`src/rtl/pipeline_pkg.sv`:
```
// Shared pipeline definitions for the RV32 core: bubble encoding, PC-source codes
// and the fetch FSM state type (also used by hazard_unit and decode).
package pipeline_pkg;

    localparam logic [31:0] NOP_INSTR   = 32'h0000_0013;
    localparam logic [1:0]  PCSRC_SEQ   = 2'b00;
    localparam logic [1:0]  PCSRC_REDIR = 2'b11;

    typedef enum logic [1:0] {
        S_REQ   = 2'b00,
        S_WAIT  = 2'b01,
        S_HOLD  = 2'b10,
        S_DRAIN = 2'b11
    } fetch_state_t;

endpackage

```
`src/rtl/if_id_reg.sv`:
```
// IF/ID pipeline register. Priority: reset > flush (bubble) > stall (hold) > load.
// A load without a valid instruction inserts a bubble and keeps the PC fields.
module if_id_reg #(
    parameter int          XLEN      = 32,
    parameter logic [31:0] NOP_INSTR = 32'h0000_0013
) (
    input  logic            clk,
    input  logic            reset,
    input  logic            i_flush,
    input  logic            i_stall,
    input  logic            i_load_valid,
    input  logic [31:0]     i_instr,
    input  logic [XLEN-1:0] i_pc,
    input  logic [XLEN-1:0] i_pc_plus4,
    output logic [31:0]     o_instr,
    output logic [XLEN-1:0] o_pc,
    output logic [XLEN-1:0] o_pc_plus4,
    output logic            o_valid
);

    logic [31:0]     r_instr;
    logic [XLEN-1:0] r_pc;
    logic [XLEN-1:0] r_pc_plus4;
    logic            r_valid;

    // IF/ID state; bubbles leave PCD/PCPlus4D untouched
    always_ff @(posedge clk or posedge reset) begin
        if (reset) begin
            r_instr    <= NOP_INSTR;
            r_pc       <= {XLEN{1'b0}};
            r_pc_plus4 <= {XLEN{1'b0}};
            r_valid    <= 1'b0;
        end else if (i_flush) begin
            r_instr    <= NOP_INSTR;
            r_valid    <= 1'b0;
        end else if (!i_stall) begin
            if (i_load_valid) begin
                r_instr    <= i_instr;
                r_pc       <= i_pc;
                r_pc_plus4 <= i_pc_plus4;
                r_valid    <= 1'b1;
            end else begin
                r_instr    <= NOP_INSTR;
                r_valid    <= 1'b0;
            end
        end else begin
            r_valid    <= r_valid;
        end
    end

    assign o_instr    = r_instr;
    assign o_pc       = r_pc;
    assign o_pc_plus4 = r_pc_plus4;
    assign o_valid    = r_valid;

endmodule

```
`src/rtl/fetch_stage.sv`:
```
// Instruction-fetch stage: PCF, single-outstanding request FSM to a variable-latency
// instruction memory, one-entry holding buffer, and the IF/ID register.
module fetch_stage #(
    parameter int               XLEN      = 32,
    parameter logic [XLEN-1:0]  RESET_PC  = {XLEN{1'b0}},
    parameter logic [31:0]      NOP_INSTR = 32'h0000_0013
) (
    input  logic            clk,
    input  logic            reset,
    input  logic            StallF,
    input  logic            StallD,
    input  logic            FlushD,
    input  logic [1:0]      PCSrcE,
    input  logic [XLEN-1:0] PCTargetE,
    output logic            ImemReq,
    output logic [XLEN-1:0] ImemAddr,
    input  logic            ImemReady,
    input  logic            ImemValid,
    input  logic [31:0]     ImemRdata,
    output logic [31:0]     InstrD,
    output logic [XLEN-1:0] PCD,
    output logic [XLEN-1:0] PCPlus4D,
    output logic            ValidD,
    output logic            FetchBusy
);
    import pipeline_pkg::*;

    fetch_state_t    r_state;
    fetch_state_t    w_state_next;
    logic [XLEN-1:0] r_pcf;
    logic [31:0]     r_buf;

    logic            w_req;
    logic            w_deliverable;
    logic            w_draining;
    logic            w_redirect;
    logic            w_accept;
    logic            w_deliver;
    logic            w_capture;
    logic [31:0]     w_instr;
    logic [XLEN-1:0] w_pc_plus4;

    assign w_redirect = (PCSrcE == PCSRC_REDIR);
    assign w_accept   = w_req && ImemReady;
    assign w_deliver  = w_deliverable && !StallD && !StallF && !w_redirect;
    assign w_capture  = (r_state == S_WAIT) && ImemValid && !w_redirect && !w_deliver;
    assign w_instr    = (r_state == S_HOLD) ? r_buf : ImemRdata;
    assign w_pc_plus4 = r_pcf + XLEN'(4);

    // FSM state register
    always_ff @(posedge clk or posedge reset) begin
        if (reset) begin
            r_state <= S_REQ;
        end else begin
            r_state <= w_state_next;
        end
    end

    // FSM next state; a redirect kills whatever is in flight
    always_comb begin
        w_state_next = r_state;
        case (r_state)
            S_REQ: begin
                if (w_accept) begin
                    w_state_next = w_redirect ? S_DRAIN : S_WAIT;
                end else begin
                    w_state_next = S_REQ;
                end
            end
            S_WAIT: begin
                if (w_redirect) begin
                    w_state_next = ImemValid ? S_REQ : S_DRAIN;
                end else if (ImemValid) begin
                    w_state_next = w_deliver ? S_REQ : S_HOLD;
                end else begin
                    w_state_next = S_WAIT;
                end
            end
            S_HOLD: begin
                if (w_redirect || w_deliver) begin
                    w_state_next = S_REQ;
                end else begin
                    w_state_next = S_HOLD;
                end
            end
            S_DRAIN: begin
                // the killed response retires the drain even under a new redirect,
                // otherwise the FSM would wait for data the memory never sends
                w_state_next = ImemValid ? S_REQ : S_DRAIN;
            end
            default: w_state_next = S_REQ;
        endcase
    end

    // FSM outputs decoded from the current state
    always_comb begin
        w_req         = 1'b0;
        w_deliverable = 1'b0;
        w_draining    = 1'b0;
        case (r_state)
            S_REQ:   w_req         = !StallF;
            S_WAIT:  w_deliverable = ImemValid;
            S_HOLD:  w_deliverable = 1'b1;
            S_DRAIN: w_draining    = 1'b1;
            default: w_req         = 1'b0;
        endcase
    end

    // PCF: redirect beats sequential advance
    always_ff @(posedge clk or posedge reset) begin
        if (reset) begin
            r_pcf <= RESET_PC;
        end else if (w_redirect) begin
            r_pcf <= PCTargetE;
        end else if (w_deliver) begin
            r_pcf <= w_pc_plus4;
        end else begin
            r_pcf <= r_pcf;
        end
    end

    // holding buffer for a response that arrived while stalled
    always_ff @(posedge clk or posedge reset) begin
        if (reset) begin
            r_buf <= NOP_INSTR;
        end else if (w_capture) begin
            r_buf <= ImemRdata;
        end else begin
            r_buf <= r_buf;
        end
    end

    if_id_reg #(
        .XLEN      (XLEN),
        .NOP_INSTR (NOP_INSTR)
    ) u_if_id (
        .clk          (clk),
        .reset        (reset),
        .i_flush      (FlushD),
        .i_stall      (StallD),
        .i_load_valid (w_deliver),
        .i_instr      (w_instr),
        .i_pc         (r_pcf),
        .i_pc_plus4   (w_pc_plus4),
        .o_instr      (InstrD),
        .o_pc         (PCD),
        .o_pc_plus4   (PCPlus4D),
        .o_valid      (ValidD)
    );

    assign ImemReq   = w_req;
    assign ImemAddr  = r_pcf;
    assign FetchBusy = !w_deliverable || w_draining;

endmodule

```
`config.mk`:
```
export PLATFORM = sky130hd
export DESIGN_NAME = fetch_stage
export DESIGN_NICKNAME = d
export VERILOG_FILES = /design/src/rtl/pipeline_pkg.sv /design/src/rtl/if_id_reg.sv /design/src/rtl/fetch_stage.sv
export SDC_FILE = /design/constraint.sdc
export NUM_CORES = 1
export LEC_CHECK = 0
export BUFFER_PORTS_ARGS = -buffer_cell sky130_fd_sc_hd__buf_2
export CORE_AREA = 8 8 103 152
export CTS_CLUSTER_SIZE = 12
export DETAILED_ROUTE_END_ITERATION = 12
export DIE_AREA = 0 0 111 160
export PLACE_DENSITY_LB_ADDON = 0.25
export SLEW_MARGIN = 15
export SYNTH_ARGS = -nofsm -noshare
export SYNTH_HDL_FRONTEND = slang
export SYNTH_SLANG_ARGS = --single-unit
```
`constraint.sdc`:
```
create_clock -name clk -period 16.2 [get_ports clk]
set_clock_uncertainty 0.2 [all_clocks]
set_input_delay 3.24 -clock clk [delete_from_list [all_inputs] [get_ports clk]]
set_output_delay 3.24 -clock clk [all_outputs]
set_load 0.01 [all_outputs]
```
==> Word-level counts from Yosys, hierarchy flattened <==
Cells that the tools add are included.
{ "classes": {"n_reduce_logical": 17, "mux": 20, "n_eq_ne": 5, "shifts": 0, "mul": 0, "n_lt_le_gt_ge": 0, "add_sub_neg": 1, "bitwise": 2, "div_mod_pow": 0} }
{ "op_table": {"columns": ["cell", "n"], "rows": [
  ["two-way mux 32 bit", 6],
  ["adder 32 x 3 -> 32 bit, second input constant", 1],
  ["two-way mux 2 bit", 7],
  ["one-hot mux 2 bit (4 select lines)", 1],
  ["logical AND 1 bit", 7],
  ["equality test 2 bit, second input constant", 3],
  ["logical NOT 1 bit", 5],
  ["two-way mux 1 bit", 5],
  ["AND reduction 3 bit", 1],
  ["equality test 2 x 1 -> 1 bit, second input constant", 1],
  ["logical NOT 2 bit", 1],
  ["logical OR 1 bit", 2],
  ["inequality test 2 x 1 -> 1 bit, second input constant", 1],
  ["inverter 1 bit", 2],
  ["one-hot mux 1 bit (2 select lines)", 1],
  ["nonzero test 2 bit", 1]
]} }
{ "word_totals": {"memories": 0, "mem_bits_rw": 0, "latchBits": 0, "register_bits": 163, "inputBits": 73, "word_cells": 52, "mem_bits_ro": 0} }

==> Logic depth before layout (Yosys ltp) <==
Gate-level depths: netlist of the first run.
{ "logic_depth": {"word_depth": 9, "ltp_mapped": 11, "depth_no_buf": 7} }

==> By module <==
A second synthesis of the first run with hierarchy kept.
{ "unflattened": {"hier_cells": 690, "hier_area_um2": 8114.0} }
{ "by_module_without_submodules": {"columns": ["module", "area_each_um2", "n_inst", "cells_each"], "rows": [
  ["if_id_reg", 4135.2, 1, 282],
  ["fetch_stage", 3978.8, 1, 408]
]} }

==> Worst setup path after synthesis of the first run <==
No wires, ideal clock.
{ "synth_timing": {"kind": "input to output", "startpoint": "in ImemValid", "endpoint": "out FetchBusy", "arrival_ps": 3803, "slack_ps": 8957, "stages": 2, "t_required_ps": 12760, "n_path_buf": 0, "path_cell_list": "a21oi_1 > or3b_2"} }
{ "synth_between": {"elab_chain_cells": 3} }
{ "synth_rtl": {"columns": ["element", "line_no", "source"], "rows": [
  ["from (decl)", "fetch_stage.sv:18", "input logic ImemValid,"],
  ["one-hot mux 1 bit (2 select lines)", "fetch_stage.sv:100", "case (r_state)"],
  ["logical NOT 1 bit", "fetch_stage.sv:153", "assign FetchBusy = !w_deliverable || w_draining;"],
  ["logical OR 1 bit", "fetch_stage.sv:153", null],
  ["to (decl)", "fetch_stage.sv:24", "output logic FetchBusy"]
]} }
No other way between the ends.

==> Final worst setup path of the first run <==
Same ends and word-level chain as after synthesis.

==> results of run 1 <==
[placed cells by master, fill, tap and decap left out, types with 2 or more instances in the layout]
cell type	n
sky130_fd_sc_hd__o21ai_0	32
sky130_fd_sc_hd__dfrtp_1	155
sky130_fd_sc_hd__a21oi_1	4
sky130_fd_sc_hd__nand3_1	13
sky130_fd_sc_hd__dfstp_2	6
sky130_fd_sc_hd__o21ai_1	29
sky130_fd_sc_hd__nor3_1	7
sky130_fd_sc_hd__ha_1	5
sky130_fd_sc_hd__clkbuf_16	17
sky130_fd_sc_hd__mux2_2	32
sky130_fd_sc_hd__nand2_1	217
sky130_fd_sc_hd__xnor2_1	31
sky130_fd_sc_hd__nor4_1	6
sky130_fd_sc_hd__mux2i_1	32
sky130_fd_sc_hd__inv_6	5
sky130_fd_sc_hd__clkinv_2	4
sky130_fd_sc_hd__and4_1	6
sky130_fd_sc_hd__nor4b_1	2
sky130_fd_sc_hd__o21ai_2	26
sky130_fd_sc_hd__buf_2	203
sky130_fd_sc_hd__bufinv_16	2
sky130_fd_sc_hd__nor2_1	24
sky130_fd_sc_hd__nand4_1	15
sky130_fd_sc_hd__buf_4	7
sky130_fd_sc_hd__clkinvlp_4	3
sky130_fd_sc_hd__inv_1	2
sky130_fd_sc_hd__xor2_1	26
[critical path, cell delays in order]
cell	delay (ps)
sky130_fd_sc_hd__buf_2	100
sky130_fd_sc_hd__a21oi_1	130
sky130_fd_sc_hd__or3b_2	500
sky130_fd_sc_hd__buf_2	150
[cell type report]
class | count | area share, %
sequential | 161 | 44.50
timing repair buffer | 210 | 11.78
clock buffer | 17 | 4.690
tap | 162 | 2.234
clock inverter | 15 | 1.738
multi-input combinational | 525 | 34.86
inverter | 3 | 0.1793
antenna | 1 | 0.02759
[path summary, 6_finish.rpt]
check,startpoint,end,slack (ps),depth (start not counted)
hold reg to reg,u_if_id.o_pc[31],u_if_id.o_pc[31],270,2
min in group asynchronous,reset,r_buf[24],2740,2
hold / removal,u_if_id.o_pc[31],u_if_id.o_pc[31],270,2
setup / recovery,ImemValid,FetchBusy,8640,4
setup reg to reg,r_state[0],u_if_id.o_pc_plus4[26],11910,8
max in group asynchronous,reset,u_if_id.o_pc[29],11590,3
[flip-flops by register name, indices dropped and copies added, names as in the netlist]
signal / flops
u_if_id.o_valid: 1
u_if_id.o_pc: 30
r_state: 2
r_buf: 32
u_if_id.o_pc_plus4: 32
u_if_id.o_instr: 32
ImemAddr: 32
[per-stage QoR]
stage	worst slack [ps]	power (W)	std cells	area, um2	util [%]
5_1_grt	8586	0.001158	1094	9071	68.01
3_3_place_gp	8669	0.0007073	1061	8486	63.62
2_1_floorplan	8422	0.0006450	745	7520	-
4_1_cts	8649	0.001115	1093	9069	67.99
6_report	8645	0.001104	1094	9071	68.01
3_5_place_dp	8650	0.0007163	1061	8486	63.62
[cell families (layout without fill, tap and decap cells)]
logic type	Yosys count	after routing	synth area share, %
and+or+nand+nor	304	304	17.50
DFF	161	161	53.68
AOI/OAI and AO/OA	94	94	7.654
muxes	64	64	9.052
buffers and inverters	59	245	4.476
xor gates and xnor gates	57	57	6.639
adders and majority gates	6	6	0.9983
other	0	1	0
[power breakdown]
part	switching, W	leakage, nW	internal, W
clock	0.000168	0.282	0.000229
combinational	0.0000891	2.01	0.0000891
sequential	0.0000542	2.11	0.000475
[metal layers]
layer | part of all wire [%] | vias to the layer above | track usage (%)
met1 | 41 | 2749 | 25.94
met5 | 0 | - | 0
met3 | 6.4 | 30 | 6.562
met4 | 2.5 | 0 | 8.328
li1 | - | 2832 | -
met2 | 50 | 187 | 36.79
==> results.rst, run 1 <==
.. list-table::
   :header-rows: 1

   * - Metric
     - Value
   * - Status
     - complete, no violations
   * - Share of synthesized registers carrying an async set or reset
     - 100.0%
   * - Yosys warnings
     - 0
   * - Num ports
     - 204
   * - Setup TNS Final
     - 0 ps
   * - DP HPWL
     - 13540 um
   * - Data arrival time of the critical path
     - slightly above 4000 ps
   * - Cell leakage power
     - between 4 and 5 nW
   * - Gate count of the mapped netlist
     - 745
   * - Portion of the post-synthesis area used by sequential elements
     - 53.68%
   * - Most frequent cells after synthesis
     - 217 x sky130_fd_sc_hd__nand2_1, 155 x sky130_fd_sc_hd__dfrtp_1, 32 x sky130_fd_sc_hd__mux2_2, 32 x sky130_fd_sc_hd__mux2i_1, 32 x sky130_fd_sc_hd__o21ai_0
   * - Per-instance average area after synthesis
     - roughly 10 um2
   * - Clock transition at the register clock pins on the worst setup and hold paths after CTS
     - ~60 ps
   * - Number of endpoints with negative hold slack in the final report
     - 0
   * - Source-to-sink clock delay at the later pin of the worst-skew pair
     - around 420 ps
   * - Classification of the worst-slack hold path
     - register to register
   * - Maximum operating frequency
     - 132.4 MHz
   * - H-tree depth
     - 4
   * - Crit end category
     - output port
   * - Placeable core region
     - approximately 0.013 mm2
   * - Worst relative slew slack
     - 28.56%
   * - Period utilisation layout
     - a little under half
   * - Layout cells sized above 1
     - 33.94%
   * - Via count of the first global-routing pass
     - 6079
   * - Total nets after synthesis
     - approximately 800
   * - Post-synth top flop
     - sky130_fd_sc_hd__dfrtp_1
   * - Synthesis-to-finish area growth
     - 20.63%
   * - Maximum number of pins on one net before global-route repair
     - between 80 and 90
   * - First-iteration detailed-routing DRC count
     - 255
   * - Critical Setup Path Class
     - primary input to output port
   * - CTS Sinks
     - 161
   * - Synth Cell Area
     - 0.007520 mm2
   * - DR vias/cell
     - 5.300
   * - Min Clock Period, post-route
     - 7555 ps
   * - Leading cell types by total area after synthesis
     - sky130_fd_sc_hd__dfrtp_1 52%, sky130_fd_sc_hd__nand2_1 11%, sky130_fd_sc_hd__mux2_2 4.8%
   * - TritonCTS clock tree
     - built
   * - Count leader, synth
     - sky130_fd_sc_hd__nand2_1
   * - Area share of the largest cell type after synthesis
     - 51.58%
   * - Post-detailed-route wirelength per cell
     - 17.57 um
   * - Reg area
     - 0.004036 mm2
   * - Root buffer selected by CTS
     - sky130_fd_sc_hd__clkbuf_16
   * - Clock buffers created by TritonCTS
     - 17
   * - Combined area of the multi-input logic cells
     - around 0.0032 mm2
   * - Die outline height
     - 160 um
   * - Unrepaired setup endpoints after global routing
     - false
   * - Dominant cell type by area after synthesis
     - sky130_fd_sc_hd__dfrtp_1
   * - Worst-Margin Slew
     - 1068 ps
   * - Initial antenna violation count
     - 1
   * - Power density over cell area
     - roughly 120 mW/mm2
   * - Length of the first detailed-routing pass in iterations
     - 4
   * - Critical path peak fanout
     - 5
   * - Hold buffer count at CTS
     - 0
   * - Remaining design rule violation count
     - 0
   * - Worst slack on hold paths
     - 266.0 ps
   * - Number of flops mapped to enable cells by yosys
     - 0
   * - Buffers on Ports
     - between 200 and 250
   * - Post-CTS repair timing setup buffer count
     - 0
   * - Filler cell count
     - ~1100
   * - Starting utilization of the core area
     - 56.38%
   * - Vias
     - 5798
   * - Overall routing resource usage
     - a little over a fifth
   * - Max Cap Violations
     - 0
   * - Synthesized flop and latch total
     - 161
   * - Number of cell rows
     - between 50 and 60
   * - Total overflow reported by the global router
     - 0
   * - Wirelength, routed
     - 19220 um
   * - Number of setup violations in the final report
     - 0
   * - Yosys cell types
     - 40
   * - Cells resized by post-CTS repair
     - 0
   * - Required time of the critical path
     - 12760 ps
   * - Last weighted congestion value of the routability-driven placer
     - 0.7964
   * - Die Width
     - 111 um
   * - Launching element type of the critical path
     - primary input
   * - Max-slew violation count
     - 0
   * - Buffer depth of the longest clock path
     - 2
   * - Number of nets in the layout
     - approximately 1000
   * - Post-route ant nets
     - 0
   * - Global-route wire length before repair
     - 31910 um
   * - Total Die Area
     - about 0.018 mm2
   * - Peak supply drop
     - 69.02 uV
Note: power is estimated with default switching activity, not from simulation.
==> inputs of run 2 (changes only) <==
--- a/config.mk
+++ b/config.mk
@@ -5,11 +5,12 @@
 export SDC_FILE = /design/constraint.sdc
 export NUM_CORES = 1
 export LEC_CHECK = 0
+export ABC_AREA = 1
 export BUFFER_PORTS_ARGS = -buffer_cell sky130_fd_sc_hd__buf_2
-export CORE_AREA = 8 8 103 152
+export CORE_AREA = 8 8 113 167
 export CTS_CLUSTER_SIZE = 12
 export DETAILED_ROUTE_END_ITERATION = 12
-export DIE_AREA = 0 0 111 160
+export DIE_AREA = 0 0 121 175
 export PLACE_DENSITY_LB_ADDON = 0.25
 export SLEW_MARGIN = 15
 export SYNTH_ARGS = -nofsm -noshare
==> constraint.sdc (replaced) <==
create_clock -name clk -period 6.9 [get_ports clk]
set_clock_uncertainty 0.2 [all_clocks]
set_input_delay 1.38 -clock clk [delete_from_list [all_inputs] [get_ports clk]]
set_output_delay 1.38 -clock clk [all_outputs]
set_load 0.01 [all_outputs]
==> run 2 against run 1 <==
Net effect:
- flip-flop and latch count unchanged
- combinational power rose to 2.5 times the previous value
- core utilization fell by 11 points
- critical path depth grew 4
- worst setup slack worse by 6000 ps
- register-to-register slack lost 9200 ps
- critical endpoint is now u_if_id.o_pc_plus4[20]
==> results.rst, run 2 <==
.. list-table::
   :header-rows: 1

   * - Metric
     - Value
   * - Status
     - complete, no violations
   * - Source-to-sink clock delay at the later pin of the worst-skew pair
     - 420 ps (about the same)
   * - Overall routing resource usage
     - 21.08% (-0.91 points)
   * - Synth Cell Area
     - 0.007692 mm2 (+2.3%)
   * - Post-route ant nets
     - 0 (unchanged)
   * - Die Width
     - 121 um (+9.0%)
   * - Count leader, synth
     - sky130_fd_sc_hd__nand2_1
   * - DP HPWL
     - 15840 um (+17%)
   * - Worst relative slew slack
     - 24.78% (-3.8 points)
   * - Min Clock Period, post-route
     - 4286 ps
   * - Number of flops mapped to enable cells by yosys
     - 0 (unchanged)
   * - Launching element type of the critical path
     - primary input
   * - Worst-Margin Slew
     - 1124 ps (+56.62 ps)
   * - Root buffer selected by CTS
     - sky130_fd_sc_hd__clkbuf_16
   * - Power density over cell area
     - 279.5 mW/mm2 (+130%)
   * - Depth of the worst register-to-register path
     - 10 (+2)
   * - Unrepaired setup endpoints after global routing
     - false
   * - Number of setup violations in the final report
     - 0 (unchanged)
   * - Via count of the first global-routing pass
     - 6743 (+11%)
   * - Post-synth top flop
     - sky130_fd_sc_hd__dfrtp_1
   * - Yosys cell types
     - 23 (-43%)
   * - Hold endpoint
     - u_if_id.o_pc[3]
   * - Leading cell type in the layout, fill and taps excluded
     - sky130_fd_sc_hd__nand2_1
   * - Cell leakage power
     - 5.373 nW (+22%)
   * - Total nets after synthesis
     - 1112 (+35%)
   * - Maximum number of pins on one net before global-route repair
     - 108 (+27%)
   * - Period utilisation layout
     - between 60% and 70%
   * - Peak supply drop
     - 144.6 uV (+110%)
   * - Max Cap Violations
     - 0 (unchanged)
   * - CTS Sinks
     - 161 (unchanged)
   * - Gate count of the mapped netlist
     - 1033 (+39%)
   * - Number of cells on the worst hold path
     - 2 (unchanged)
   * - Crit end category
     - register
   * - Per-instance average area after synthesis
     - 7.447 um2 (-26%)
   * - R2r endpoint
     - u_if_id.o_pc_plus4[20]
   * - Total Die Area
     - 0.02118 mm2 (+19%)
   * - Starting utilization of the core area
     - 46.70% (-9.7 points)
   * - Share of synthesized registers carrying an async set or reset
     - 100.0% (unchanged)
   * - Worst Hold Launch
     - u_if_id.o_pc[3]
   * - Setup TNS Final
     - 0 ps (unchanged)
   * - Data arrival time of the critical path
     - 4380 ps (+260 ps)
   * - Hold buffer count at CTS
     - 0 (unchanged)
   * - Num ports
     - 204 (unchanged)
   * - Last weighted congestion value of the routability-driven placer
     - 0.8748 (+9.8%)
   * - Critical Setup Path Class
     - primary input to register
   * - Leading cell types by total area after synthesis
     - sky130_fd_sc_hd__dfrtp_1 50%, sky130_fd_sc_hd__nand2_1 25%, sky130_fd_sc_hd__inv_1 4.6%
   * - Placeable core region
     - 0.01647 mm2 (+24%)
   * - Post-detailed-route wirelength per cell
     - 15.35 um (-13%)
   * - Worst-case register-to-register setup slack
     - 2670 ps (-9240 ps)
   * - TritonCTS clock tree
     - built
   * - Length of the first detailed-routing pass in iterations
     - 5 (+1)
   * - Classification of the worst-slack hold path
     - register to register
   * - Buffers on Ports
     - 203 (unchanged)
   * - Non-filler instance count after layout
     - 1437 (+31%)
   * - Number of cell rows
     - 58 (+12%)
   * - Vias
     - 6925 (+19%)
   * - Required time of the critical path
     - 7000 ps (-5760 ps)
   * - Portion of the post-synthesis area used by sequential elements
     - 52.47% (-1.2 points)
   * - Area share of the largest cell type after synthesis
     - 50.42% (-1.2 points)
   * - Top library cells by usage in the layout, fill and taps aside
     - 510 x sky130_fd_sc_hd__nand2_1, 203 x sky130_fd_sc_hd__buf_2, 155 x sky130_fd_sc_hd__dfrtp_1, 93 x sky130_fd_sc_hd__inv_1, 63 x sky130_fd_sc_hd__o21ai_0
   * - Placed insts
     - 1404 (+32%)
   * - H-tree depth
     - 4 (unchanged)
   * - Initial antenna violation count
     - 3 (+2)
   * - Most frequent cells after synthesis
     - 512 x sky130_fd_sc_hd__nand2_1, 155 x sky130_fd_sc_hd__dfrtp_1, 94 x sky130_fd_sc_hd__inv_1
   * - Post-CTS repair timing setup buffer count
     - 0 (unchanged)
   * - Cells resized by post-CTS repair
     - 0 (unchanged)
   * - Clock transition at the register clock pins on the worst setup and hold paths after CTS
     - 70 ps (about the same)
   * - Remaining design rule violation count
     - 0 (unchanged)
   * - Clock buffers created by TritonCTS
     - 17 (unchanged)
   * - Number of endpoints with negative hold slack in the final report
     - 0 (unchanged)
   * - Buffer depth of the longest clock path
     - 2 (unchanged)
   * - First-iteration detailed-routing DRC count
     - 512 (+100%)
   * - Global-route wire length before repair
     - 35540 um (+11%)
   * - Synthesized flop and latch total
     - 161 (unchanged)
   * - Reg-to-reg startpoint
     - r_state[0]
   * - DR vias/cell
     - 4.819 (-9.1%)
   * - Die outline height
     - 175 um (+9.4%)
   * - Maximum operating frequency
     - 233.3 MHz
   * - Dominant cell type by area after synthesis
     - sky130_fd_sc_hd__dfrtp_1
   * - Critical path peak fanout
     - 59 (+54)
   * - Layout cells sized above 1
     - 21.04% (-13 points)
   * - Wirelength, routed
     - 22050 um (+15%)
   * - Max-slew violation count
     - 0 (unchanged)
   * - Synthesis-to-finish area growth
     - 21.99%
   * - Number of nets in the layout
     - 1292 (+30%)
   * - Yosys warnings
     - 0 (unchanged)
   * - Total overflow reported by the global router
     - 0 (unchanged)
run 2: changes by cell type in the layout (fill, tap and decap cells not counted), sizes merged, moves of 14 or more:
cell,previous run,this run
inv,8,104
mux2,32,0
mux2i,32,0
nand2,217,512
nand3,13,46
nand4,15,1
nor2,25,54
xnor2,31,2
run 2: worst max-delay path by stage:
stage	start	slack (ps)	cells past startpoint	end
5_1_grt	r_state[0]	2190	10	u_if_id.o_pc[23]
3_3_place_gp	PCSrcE[1]	2300	8	u_if_id.o_pc[20]
3_5_place_dp	PCSrcE[1]	2220	8	u_if_id.o_pc[21]
4_1_cts	PCSrcE[1]	2650	8	u_if_id.o_pc_plus4[20]
2_1_floorplan	reset	980	1	ImemAddr[0]
6_report	PCSrcE[1]	2610	8	u_if_id.o_pc_plus4[20]
run 2: per-stage QoR:
step                      instance area (um2)  worst slack, ps  total power [W]  hold WS, ps  utilization (%)
after floorplan                          7692            981.7         0.001512        247.9                -
final                                    9384             2614         0.002622        266.0            56.96
after detailed placement                 8807             2216         0.001706        253.6            53.46
after global placement                   8807             2302         0.001690        248.3            53.46
after CTS                                9382             2649         0.002647        270.0            56.95
after global routing                     9382             2188         0.002765        285.0            56.95
run 2: layout make-up:
class	instances	area, um2
repair buffers	208	1054
well taps	210	262.8
clock inverters	14	145.1
multi-input cells	729	3089
clock buffers	18	429.2
fillers	1606	7089
flip-flops and latches	161	4036
inverters	96	365.4
diodes	1	2.502
run 2: kinds of logic after synthesis:
family / Yosys count / share of synthesized area (%)
adder cells (fa/ha/maj): 6 / 0.9759
XOR/XNOR: 15 / 1.708
AND/OR/NAND/NOR: 614 / 30.92
AO/OA/AOI/OAI: 94 / 6.327
buffers and inverters: 143 / 7.596
flip-flops: 161 / 52.47
run 2: metal layers:
metal | track usage (%) | share of wire, %
met5 | 0 | 0.17
met4 | 6.639 | 2.0
met3 | 6.333 | 7.7
met2 | 35.50 | 50
met1 | 25.05 | 40
run 2: critical path: stages:
cell                      delay [ps]
sky130_fd_sc_hd__buf_2           100
sky130_fd_sc_hd__nand2_1         740
sky130_fd_sc_hd__inv_2           560
sky130_fd_sc_hd__nor2_2          270
sky130_fd_sc_hd__nand2_2         650
sky130_fd_sc_hd__buf_4           500
sky130_fd_sc_hd__nand2_1          90
sky130_fd_sc_hd__nand2_1          60
run 2: power breakdown:
group | internal (W) | switching (W) | total [W]
Sequential | 0.00111 | 0.000121 | 0.00123
Combinational | 0.000175 | 0.000274 | 0.000449
Clock | 0.000512 | 0.000427 | 0.000939
Total | 0.00180 | 0.000821 | 0.00262
==> inputs of run 3 (changes only) <==
==> constraint.sdc (replaced) <==
create_clock -name clk -period 3.8 [get_ports clk]
set_clock_uncertainty 0.2 [all_clocks]
set_input_delay 0.76 -clock clk [delete_from_list [all_inputs] [get_ports clk]]
set_output_delay 0.76 -clock clk [all_outputs]
set_load 0.01 [all_outputs]
==> run 3 against run 2 <==
Net effect:
- die area unchanged
- final area increased by 1.4%
- core utilization increased by 0.79 points
- clock-buffer cell count increased by 2
- critical path depth increased by 2
- flip-flop and latch count unchanged
- via count increased by 1.4%
- sequential share of layout area decreased by 0.59 points
- first-iteration DRC count decreased by 1.4%
==> results.rst, run 3 (same netlist as run 2, synthesis figures left out) <==
.. list-table::
   :header-rows: 1

   * - Metric
     - Value
   * - Leading cell type in the layout, fill and taps excluded
     - sky130_fd_sc_hd__nand2_1
   * - Top library cells by usage in the layout, fill and taps aside
     - 510 x sky130_fd_sc_hd__nand2_1, 203 x sky130_fd_sc_hd__buf_2, 155 x sky130_fd_sc_hd__dfrtp_1, 93 x sky130_fd_sc_hd__inv_1, 63 x sky130_fd_sc_hd__o21ai_0
   * - Last weighted congestion value of the routability-driven placer
     - 0.8710 (-0.43%)
   * - Synthesis-to-finish area growth
     - 23.68%
   * - Number of cell rows
     - 58 (unchanged)
   * - Reg area
     - 0.004036 mm2 (unchanged)
   * - Setup TNS Final
     - 0 ps (unchanged)
   * - H-tree depth
     - 4 (unchanged)
   * - Cell leakage power
     - 5.429 nW (+1.0%)
   * - Post-route ant nets
     - 0 (unchanged)
   * - Critical path peak fanout
     - 56 (-5.1%)
   * - Total Die Area
     - 0.02118 mm2 (unchanged)
   * - Total overflow reported by the global router
     - 0 (unchanged)
   * - Worst-Margin Slew
     - 892.8 ps (-231.5 ps)
   * - Length of the first detailed-routing pass in iterations
     - 5 (unchanged)
   * - Global-route wire length before repair
     - 36110 um (+1.6%)
   * - Placeable core region
     - 0.01647 mm2 (unchanged)
   * - Status
     - complete, no violations
   * - Min Clock Period, post-route
     - 2861 ps
   * - Psw
     - 0.001473 W (+79%)
   * - Classification of the worst-slack hold path
     - register to register
   * - Wirelength, routed
     - 22340 um (+1.3%)
   * - Launching element type of the critical path
     - register
   * - Data arrival time of the critical path
     - 3010 ps (-1370 ps)
   * - Max Cap Violations
     - 0 (unchanged)
   * - Number of setup violations in the final report
     - 0 (unchanged)
   * - Num ports
     - 204 (unchanged)
   * - Clock buffers created by TritonCTS
     - 17 (unchanged)
   * - CP peak stage delay
     - 570 ps (-170 ps)
   * - CTS Sinks
     - 161 (unchanged)
   * - Initial antenna violation count
     - 3 (unchanged)
   * - Buffer depth of the longest clock path
     - 2 (unchanged)
   * - Internal Pwr Total
     - 0.003370 W (+87%)
   * - First-iteration detailed-routing DRC count
     - 505 (-1.4%)
   * - CP max stage cell
     - sky130_fd_sc_hd__buf_4
   * - Filler cell count
     - 1584 (-1.4%)
   * - Layout cells sized above 1
     - 21.68% (+0.64 points)
   * - Clock network fraction of total power
     - 36.5% (+0.7 points)
   * - Maximum number of pins on one net before global-route repair
     - 57 (-47%)
   * - Period utilisation layout
     - between 70% and 80%
   * - Critical path cell sequence
     - inv_1 > ha_1 > a21boi_2 > nand3_2 > buf_4 > nor2_2 > nand2_2 > buf_4 > nand2_1 > o21ai_1
   * - Unrepaired setup endpoints after global routing
     - false
   * - Number of endpoints with negative hold slack in the final report
     - 0 (unchanged)
   * - Worst relative slew slack
     - 40.36% (+16 points)
   * - Post-detailed-route wirelength per cell
     - 15.44 um (+0.59%)
   * - Overall routing resource usage
     - 21.37% (+0.28 points)
   * - Source-to-sink clock delay at the later pin of the worst-skew pair
     - 420 ps (about the same)
   * - Root buffer selected by CTS
     - sky130_fd_sc_hd__clkbuf_16
   * - Sequential group share of total power
     - 46.3% (-0.8 points)
   * - Hold buffer count at CTS
     - 0 (unchanged)
   * - Number of nets in the layout
     - 1302 (+0.77%)
   * - DR vias/cell
     - 4.853 (+0.71%)
   * - Most common cell on crit path
     - sky130_fd_sc_hd__buf_4
   * - DP HPWL
     - 16210 um (+2.3%)
   * - Peak supply drop
     - 325.5 uV (+130%)
   * - Power density over cell area
     - 509.1 mW/mm2 (+82%)
   * - Clock transition at the register clock pins on the worst setup and hold paths after CTS
     - 70 ps (about the same)
   * - TritonCTS clock tree
     - built
   * - Required time of the critical path
     - 3950 ps (-3050 ps)
   * - Combined area of the multi-input logic cells
     - 0.003089 mm2 (unchanged)
   * - Die Width
     - 121 um (unchanged)
   * - Post-CTS repair timing setup buffer count
     - 0 (unchanged)
   * - Die outline height
     - 175 um (unchanged)
   * - Cells resized by post-CTS repair
     - 0 (unchanged)
   * - Comb power frac
     - 17.2% (about the same)
   * - Critical Setup Path Class
     - register to register
   * - Via count of the first global-routing pass
     - 7088 (+5.1%)
   * - Vias
     - 7023 (+1.4%)
   * - Switching power as a share of total power
     - 30.42% (-0.90 points)
   * - Final core area utilization
     - 57.75% (+0.79 points)
   * - Starting utilization of the core area
     - 46.70% (unchanged)
   * - Buffers on Ports
     - 203 (unchanged)
   * - Maximum operating frequency
     - 349.6 MHz
   * - Remaining design rule violation count
     - 0 (unchanged)
   * - Max-slew violation count
     - 0 (unchanged)
   * - Crit end category
     - register
==> run 3: cell count changes in the layout (fill, tap and decap cells not counted), sizes merged <==
cell / delta
buf: +10
clkinvlp: +3
clkbuf: +2
inv: -5
bufinv: +1
clkinv: -1
==> run 3: worst paths after layout <==
kind                       depth (start not counted)  slack, ps                   to        startpoint
min in group asynchronous                          2        310  u_if_id.o_instr[24]             reset
max in group asynchronous                          3       2330  u_if_id.o_instr[21]             reset
hold reg to reg                                    2        270     u_if_id.o_pc[14]  u_if_id.o_pc[14]
setup reg to reg                                  10        940     u_if_id.o_pc[20]        r_state[0]
setup / recovery                                  10        940     u_if_id.o_pc[20]        r_state[0]
hold / removal                                     2        270     u_if_id.o_pc[14]  u_if_id.o_pc[14]
==> run 3: cell type report <==
| class | count | share of cell area, % |
|---|---|---|
| timing repair buffer | 218 | 12.13 |
| antenna | 1 | 0.02630 |
| multi-input combinational | 729 | 32.47 |
| inverter | 96 | 3.827 |
| sequential | 161 | 42.43 |
| clock buffer | 20 | 4.800 |
| tap | 210 | 2.762 |
| clock inverter | 12 | 1.565 |
==> run 3: per-layer routing <==
layer  track usage (%)  vias to the layer above  wire length [um]
met3             5.945                       36              1600
met5                 0                        -                21
met4             7.684                        4               505
met2             36.75                      212             11250
li1                  -                     3539                 -
met1             24.61                     3232              8962
==> run 3: critical path, delay by kind of cell, from the launching register on <==
family	cells	cell delay, ps
buffers and inverters	3	930
and+or+nand+nor	4	670
DFF	1	380
adders and majority gates	1	290
AOI/OAI and AO/OA	2	270
==> run 3: power by group through the flow <==
stage / registers, W / logic (W) / clock network [W]
final: 0.00224 / 0.000833 / 0.00177
after CTS: 0.00224 / 0.000849 / 0.00180
after global routing: 0.00228 / 0.000961 / 0.00186
after global placement: 0.00226 / 0.000819 / 0
after detailed placement: 0.00227 / 0.000845 / 0
after floorplan: 0.00229 / 0.000462 / 0
==> run 3: stage by stage <==
step	area [um2]	setup slack, ps	power (W)	hold WS (ps)	instances
after floorplan	7696	802.1	0.002747	247.9	1033
after global placement	8906	908.7	0.003079	250.5	1414
after detailed placement	8906	816.3	0.003113	254.8	1414
after CTS	9512	948.4	0.004888	270.7	1446
after global routing	9514	680.0	0.005105	290.4	1447
final	9514	939.3	0.004844	267.6	1447
